**src/rtl/fifo_ptr_ctrl.sv**
```systemverilog
// -----------------------------------------------------------------------------
// fifo_ptr_ctrl
//
// Pointer, flag and handshake controller for a single-clock FIFO whose data
// lives in an external storage array with a registered (one-cycle) read port.
// The block owns the write/read addresses, occupancy count, threshold flags
// and sticky error flags; it never touches the data itself.
//
// Parameters
//   DEPTH      number of entries, must equal 2**PTR_WIDTH
//   PTR_WIDTH  storage address width
//   AF_LEVEL   almost_full  when count >= AF_LEVEL
//   AE_LEVEL   almost_empty when count <= AE_LEVEL
//
// Ports
//   clk           in   clock, all state changes on the rising edge
//   rst_n         in   asynchronous active-low reset
//   wr_req        in   producer write request
//   rd_req        in   consumer read request
//   clr_err       in   clears the sticky overflow/underflow flags
//   wen           out  storage write enable (accepted write this cycle)
//   ren           out  storage read enable (accepted read this cycle)
//   wptr          out  storage write address
//   rptr          out  storage read address
//   full          out  FIFO holds DEPTH entries
//   empty         out  FIFO holds no entries
//   almost_full   out  count >= AF_LEVEL
//   almost_empty  out  count <= AE_LEVEL
//   count         out  occupancy 0..DEPTH
//   rd_valid      out  storage read data valid this cycle
//   overflow      out  sticky: write attempted while full
//   underflow     out  sticky: read attempted while empty
// -----------------------------------------------------------------------------
module fifo_ptr_ctrl #(
    parameter int DEPTH     = 16,
    parameter int PTR_WIDTH = 4,
    parameter int AF_LEVEL  = 12,
    parameter int AE_LEVEL  = 4
) (
    input  logic                 clk,
    input  logic                 rst_n,
    input  logic                 wr_req,
    input  logic                 rd_req,
    input  logic                 clr_err,
    output logic                 wen,
    output logic                 ren,
    output logic [PTR_WIDTH-1:0] wptr,
    output logic [PTR_WIDTH-1:0] rptr,
    output logic                 full,
    output logic                 empty,
    output logic                 almost_full,
    output logic                 almost_empty,
    output logic [PTR_WIDTH:0]   count,
    output logic                 rd_valid,
    output logic                 overflow,
    output logic                 underflow
);

    // The wrap-bit scheme below only distinguishes full from empty when the
    // address space is exactly filled by the entries.
    generate
        if (DEPTH != (1 << PTR_WIDTH)) begin : g_bad_depth
            $error("fifo_ptr_ctrl: DEPTH must equal 2**PTR_WIDTH");
        end
    endgenerate

    localparam logic [PTR_WIDTH:0] AF_THR = AF_LEVEL[PTR_WIDTH:0];
    localparam logic [PTR_WIDTH:0] AE_THR = AE_LEVEL[PTR_WIDTH:0];

    // Full-width pointers: MSB is the wrap bit, the rest is the address.
    logic [PTR_WIDTH:0] r_wr_ptr;
    logic [PTR_WIDTH:0] r_rd_ptr;
    logic               r_rd_valid;
    logic               r_overflow;
    logic               r_underflow;

    logic               w_full;
    logic               w_empty;
    logic               w_wen;
    logic               w_ren;
    logic [PTR_WIDTH:0] w_count;
    logic               w_ovf_set;
    logic               w_unf_set;

    // Status is decoded purely from the registered pointers so that the
    // request inputs never reach full/empty combinationally.
    assign w_empty = (r_wr_ptr == r_rd_ptr);
    assign w_full  = (r_wr_ptr[PTR_WIDTH] != r_rd_ptr[PTR_WIDTH]) &&
                     (r_wr_ptr[PTR_WIDTH-1:0] == r_rd_ptr[PTR_WIDTH-1:0]);

    // Modulo subtraction of the full-width pointers yields 0..DEPTH directly.
    assign w_count = r_wr_ptr - r_rd_ptr;

    // Enables are masked while reset is held so the storage array sees no
    // strobes even if a requester is already active during reset.
    assign w_wen = wr_req & ~w_full  & rst_n;
    assign w_ren = rd_req & ~w_empty & rst_n;

    assign w_ovf_set = wr_req & w_full;
    assign w_unf_set = rd_req & w_empty;

    always_ff @(posedge clk or negedge rst_n) begin
        if (!rst_n) begin
            r_wr_ptr    <= '0;
            r_rd_ptr    <= '0;
            r_rd_valid  <= 1'b0;
            r_overflow  <= 1'b0;
            r_underflow <= 1'b0;
        end else begin
            if (w_wen) begin
                r_wr_ptr <= r_wr_ptr + 1'b1;
            end
            if (w_ren) begin
                r_rd_ptr <= r_rd_ptr + 1'b1;
            end
            // Tracks the registered read port of the storage array.
            r_rd_valid  <= w_ren;
            // A new error on the same edge as clr_err must not be lost.
            r_overflow  <= w_ovf_set | (r_overflow  & ~clr_err);
            r_underflow <= w_unf_set | (r_underflow & ~clr_err);
        end
    end

    assign wen          = w_wen;
    assign ren          = w_ren;
    assign wptr         = r_wr_ptr[PTR_WIDTH-1:0];
    assign rptr         = r_rd_ptr[PTR_WIDTH-1:0];
    assign full         = w_full;
    assign empty        = w_empty;
    assign count        = w_count;
    assign almost_full  = (w_count >= AF_THR);
    assign almost_empty = (w_count <= AE_THR);
    assign rd_valid     = r_rd_valid;
    assign overflow     = r_overflow;
    assign underflow    = r_underflow;

endmodule

```
**config.mk**
```make
export PLATFORM = sky130hd
export DESIGN_NAME = fifo_ptr_ctrl
export DESIGN_NICKNAME = d
export VERILOG_FILES = /design/src/rtl/fifo_ptr_ctrl.sv
export SDC_FILE = /design/constraint.sdc
export NUM_CORES = 1
export LEC_CHECK = 0
export BUFFER_PORTS_ARGS = -buffer_cell sky130_fd_sc_hd__buf_2
export CAP_MARGIN = 15
export CORE_MARGIN = 1
export CORE_UTILIZATION = 29
export DETAILED_ROUTE_END_ITERATION = 16
export PLACE_DENSITY_LB_ADDON = 0.1
export RECOVER_POWER = 25
export SLEW_MARGIN = 20
export SYNTH_ARGS = -nofsm -noshare
export SYNTH_HDL_FRONTEND = slang
export SYNTH_SLANG_ARGS = --single-unit
```
**constraint.sdc**
```tcl
create_clock -name clk -period 2.1 [get_ports clk]
set_input_delay 0 -clock clk [delete_from_list [all_inputs] [get_ports clk]]
set_output_delay 0 -clock clk [all_outputs]
set_load 0.05 [all_outputs]
```
Word-level counts from Yosys, hierarchy flattened:

Cells that the tools add are included.

* reduce and logical (&&, ||, !) cells: 1
* bitwise logic cells: 13
* multiplexer cells: 0
* shift-type cells: 0
* $lt $le $gt $ge: 2
* eq/ne operators: 3
* divide/modulo/power cells: 0
* add/subtract/negate cells: 3
* multipliers: 0

Operators by type and width (count)
* $add 5x1->5 const B: 2
* $and 1x1->1: 8
* $eq 5x5->1: 1
* $ge 5x4->1 const B: 1
* $le 5x3->1 const B: 1
* $sub 5x5->5: 1
* $eq 4x4->1: 1
* $not 1->1: 3
* $or 1x1->1: 2
* $logic_and 1x1->1: 1
* $ne 1x1->1: 1

* output and inout port bits: 22
* input port bits: 5
* memory bits (writable): 0
* register bits after elaboration: 13
* memory bits (read-only): 0
* logic and storage cells: 27
* latch bits: 0
* memories kept: 0

Depth between registers and ports, before layout:

* depth in word-level cells: 5
* gate-level depth with buffers: 7
* gate-level depth less buffers: 7

Least setup slack after synthesis:

Ideal clock, no wire load.

* path kind: reg-to-output
* from: register r_wr_ptr[0]
* to: output port almost_empty
* arrival time: 2578 ps
* buffers on the path: 0
* data required time: 2100 ps
* cell stages (with the launch flop): 8
* slack: -478 ps
* path through: dfrtp_1 inv_1 ha_1 fa_1 or2b_1 a21oi_1 xnor2_1 a211oi_2

* longest elaborated chain between the ends: 2

Ends and longest elaborated chain
* from (decl): RTL line 71 `logic [PTR_WIDTH:0] r_wr_ptr;`
* from (signal assigned): RTL line 111 `r_wr_ptr <= r_wr_ptr + 1'b1;`
* $sub 5x5->5: RTL line 92 `assign w_count = r_wr_ptr - r_rd_ptr;`
* net count[4]: RTL line 53 `output logic [PTR_WIDTH:0] count,`
* $le 5x3->1: RTL line 132 `assign almost_empty = (w_count <= AE_THR);`
* to (decl): RTL line 52 `output logic almost_empty,`

The timed path passes the listed nets, and every way through them passes these cells.

Final worst setup path:

* from: register r_rd_ptr[0]
* to: output port almost_full

* longest elaborated chain between the ends: 2

Ends and longest elaborated chain
* from (decl): RTL line 72 `logic [PTR_WIDTH:0] r_rd_ptr;`
* from (signal assigned): RTL line 114 `r_rd_ptr <= r_rd_ptr + 1'b1;`
* $sub 5x5->5: RTL line 92
* $ge 5x4->1: RTL line 131 `assign almost_full = (w_count >= AF_THR);`
* to (decl): RTL line 51 `output logic almost_full,`

Every way passes these cells.

==> results.json <==
{
  "hold_viol": 0,
  "synth_edf_count": 0,
  "grt_usage_pct": 14.1,
  "ys_async_sr_fraction_pct": 100,
  "clk_path_buf_depth": 2,
  "clock-sinks": 13,
  "violations": "negative setup slack",
  "vias": 651,
  "syn_to_final_growth_pct": 45.7,
  "initial_core_util_pct": 31.5,
  "yosysMostFrequentCell": "dfrtp_1",
  "via_per_inst": 4.49,
  "core.rowCount": 18,
  "multi_input_area_um2": 504,
  "htree_levels": 1,
  "slew_headroom_pct": 47.7,
  "dpl_worst_slack_ps": 64.6,
  "wl_um": 1720,
  "wl_per_cell_um": 11.9,
  "die_h_um": 54.8,
  "ys_top_cells_by_area": "dfrtp_1, xnor2_1, ha_1, buf_4, inv_1",
  "crit_buf_inv": 1,
  "synth_top_area_share_pct": 40.2,
  "avgSynthCellArea_um2": 9.99,
  "rr_worst_depth": 7,
  "reg2reg_slack_ps": 190,
  "r2r-start": "r_rd_ptr[3]",
  "syn-num-nets": 93,
  "min_period_ps": 2110,
  "rsz0062_at_grt": "yes",
  "crit_cells": 7,
  "grt_pass1_vias": 656,
  "status": "finished, violations left",
  "io_buffers": 26,
  "ys_top_cells_by_count": "dfrtp_1, xnor2_1, inv_1, nand2_1, buf_4",
  "io_pins": 27,
  "drc": 0,
  "crit_arrival_ps": 2110,
  "dominantRegCellSynth": "dfrtp_1",
  "grt_pass1_wl_um": 2880,
  "required_ps": 2100,
  "cts_tree": "done",
  "crit_family": "adder cells",
  "antenna_found_initial": 0,
  "slowest_delay_ps": 430,
  "synth_cell_types": 19,
  "ys_seq_elements": 13,
  "ys_seq_area_share_pct": 40.2,
  "ant_nets": 0,
  "drive_above_1_share_pct": 47.0,
  "die_x_um": 54.8,
  "gp_congestion": 0.779,
  "clockRootBuffer": "clkbuf_4",
  "endpoint_kind": "output port",
  "dp_hpwl_um": 1360,
  "drt_iter0_markers": 1,
  "die_area_um2": 3010,
  "cp_slowest_cell": "dfrtp_2",
  "crit_path_start": "r_rd_ptr[0]",
  "post-synth-top-area-cell": "dfrtp_1",
  "start_kind": "register",
  "fin_area_um2": 1180,
  "register_area_um2": 328,
  "fin_crit_sh_pct": 100,
  "netlist_instances": 81,
  "clkTransAtPathRegs_ps": 80,
  "skew_ps": 0.426,
  "fmax_mhz": 474,
  "diodes": 0,
  "rr_endpoint": "overflow",
  "grt-ovfl-total": 0,
  "worst_pin_slew_ps": 784,
  "first_pass_iters": 4,
  "fillers": 273,
  "core_um2": 2570,
  "syn_area_um2": 810,
  "setup_viol": 2,
  "fin_ws_ps": -10.0,
  "hold_path.class": "primary input to register",
  "holdWs_ps": 137,
  "cts_made_buffers": 3,
  "finalNetCount": 128,
  "cp_max_fo": 3,
  "critPathKind": "register to output port",
  "grt_max_degree": 16,
  "insertion_delay_ps": 270,
  "maxCapViolCount": 0,
  "crit_end": "almost_full",
  "placed_cell_area_um2": 1040,
  "yosys_warnings": 0,
  "slew_violations": 0,
  "path_cells": "ha_4 -> fa_2 -> or2b_1 -> a21oi_4 -> xnor2_4 -> a21o_2 -> buf_8"
}
per-stage QoR:
step | util [%] | cells | TNS (ps)
final | 46.0 | 145 | -15.8
after global routing | 46.0 | 145 | -272
after global placement | 40.6 | 134 | 0
after detailed placement | 40.6 | 134 | 0
after CTS | 45.5 | 144 | -42.1
after floorplan | - | 81 | -229
tightest hold or removal path, stage by stage:
cell and delay [ps]:
buf_2 100, nand2_1 70, a21oi_2 70, xnor2_1 120
state kept, by name, summed over array words and instances, names as in the netlist:
signal / flops
rd_valid: 1
r_rd_ptr: 5
overflow: 1
underflow: 1
r_wr_ptr: 5
logic make-up (layout without fill, tap and decap cells):
| kind of cell | after synthesis | after routing | synth area share (%) |
|---|---|---|---|
| XOR/XNOR | 13 | 13 | 14.1 |
| AND/OR/NAND/NOR | 21 | 21 | 12.8 |
| flip-flops | 13 | 13 | 40.2 |
| AO/OA/AOI/OAI | 10 | 10 | 9.58 |
| buffers and inverters | 17 | 51 | 11.6 |
| adder cells (fa/ha/maj) | 7 | 7 | 11.7 |
final cells by class:
class,count,share of cell area [%]
multi-input combinational,51,42.7
sequential,13,27.8
timing repair buffer,38,21.2
tap,30,3.18
inverter,9,2.86
clock buffer,4,2.23
per-layer routing:
layer / GRT usage [%] / vias to the layer above / wire length [um]
met2: 22.7 / 18 / 842
met3: 2.50 / 2 / 75
met1: 18.0 / 305 / 793
met4: 6.41 / 0 / 12
li1: - / 326 / -
met5: 0 / - / 0
layout by cell type, fill, tap and decap left out, types with 2 or more instances in the layout:
cell type / Yosys / layout
a21oi_4: 0 / 2
dfrtp_2: 0 / 2
dlygate4sd3_1: 0 / 4
inv_2: 0 / 2
xnor2_4: 0 / 2
nor2_1: 4 / 4
nand2_1: 9 / 9
xor2_1: 2 / 2
clkbuf_4: 0 / 4
ha_4: 0 / 2
ha_1: 6 / 3
nand4_1: 5 / 5
o21ai_0: 4 / 4
buf_4: 8 / 9
inv_1: 9 / 7
xnor2_1: 11 / 8
buf_2: 0 / 21
clkbuf_1: 0 / 2
dfrtp_1: 13 / 11
how the worst min path moves through the flow:
| stage | cells past startpoint | slack, ps | to | start |
|---|---|---|---|---|
| 4_1_cts | 4 | 140 | r_wr_ptr[0] | wr_req |
| 5_1_grt | 4 | 160 | r_wr_ptr[0] | wr_req |
| 2_1_floorplan | 0 | -300 | overflow | rst_n |
| 6_report | 4 | 140 | r_wr_ptr[0] | wr_req |
| 3_5_place_dp | 1 | -80 | r_wr_ptr[4] | rst_n |
| 3_3_place_gp | 1 | -80 | r_wr_ptr[4] | rst_n |
repair_timing:
action,4_1_cts,5_1_grt
setup buffers,2,1
pin swaps,7,0
hold endpoints to repair,15,0
hold buffers,4,0
endpoints found under the setup margin,4,7
gates cloned,0,0
resized for setup,9,4
Power is left out: the tool's default activity adds up to more than one toggle a clock period on the data nets, which glitch-free logic cannot reach.
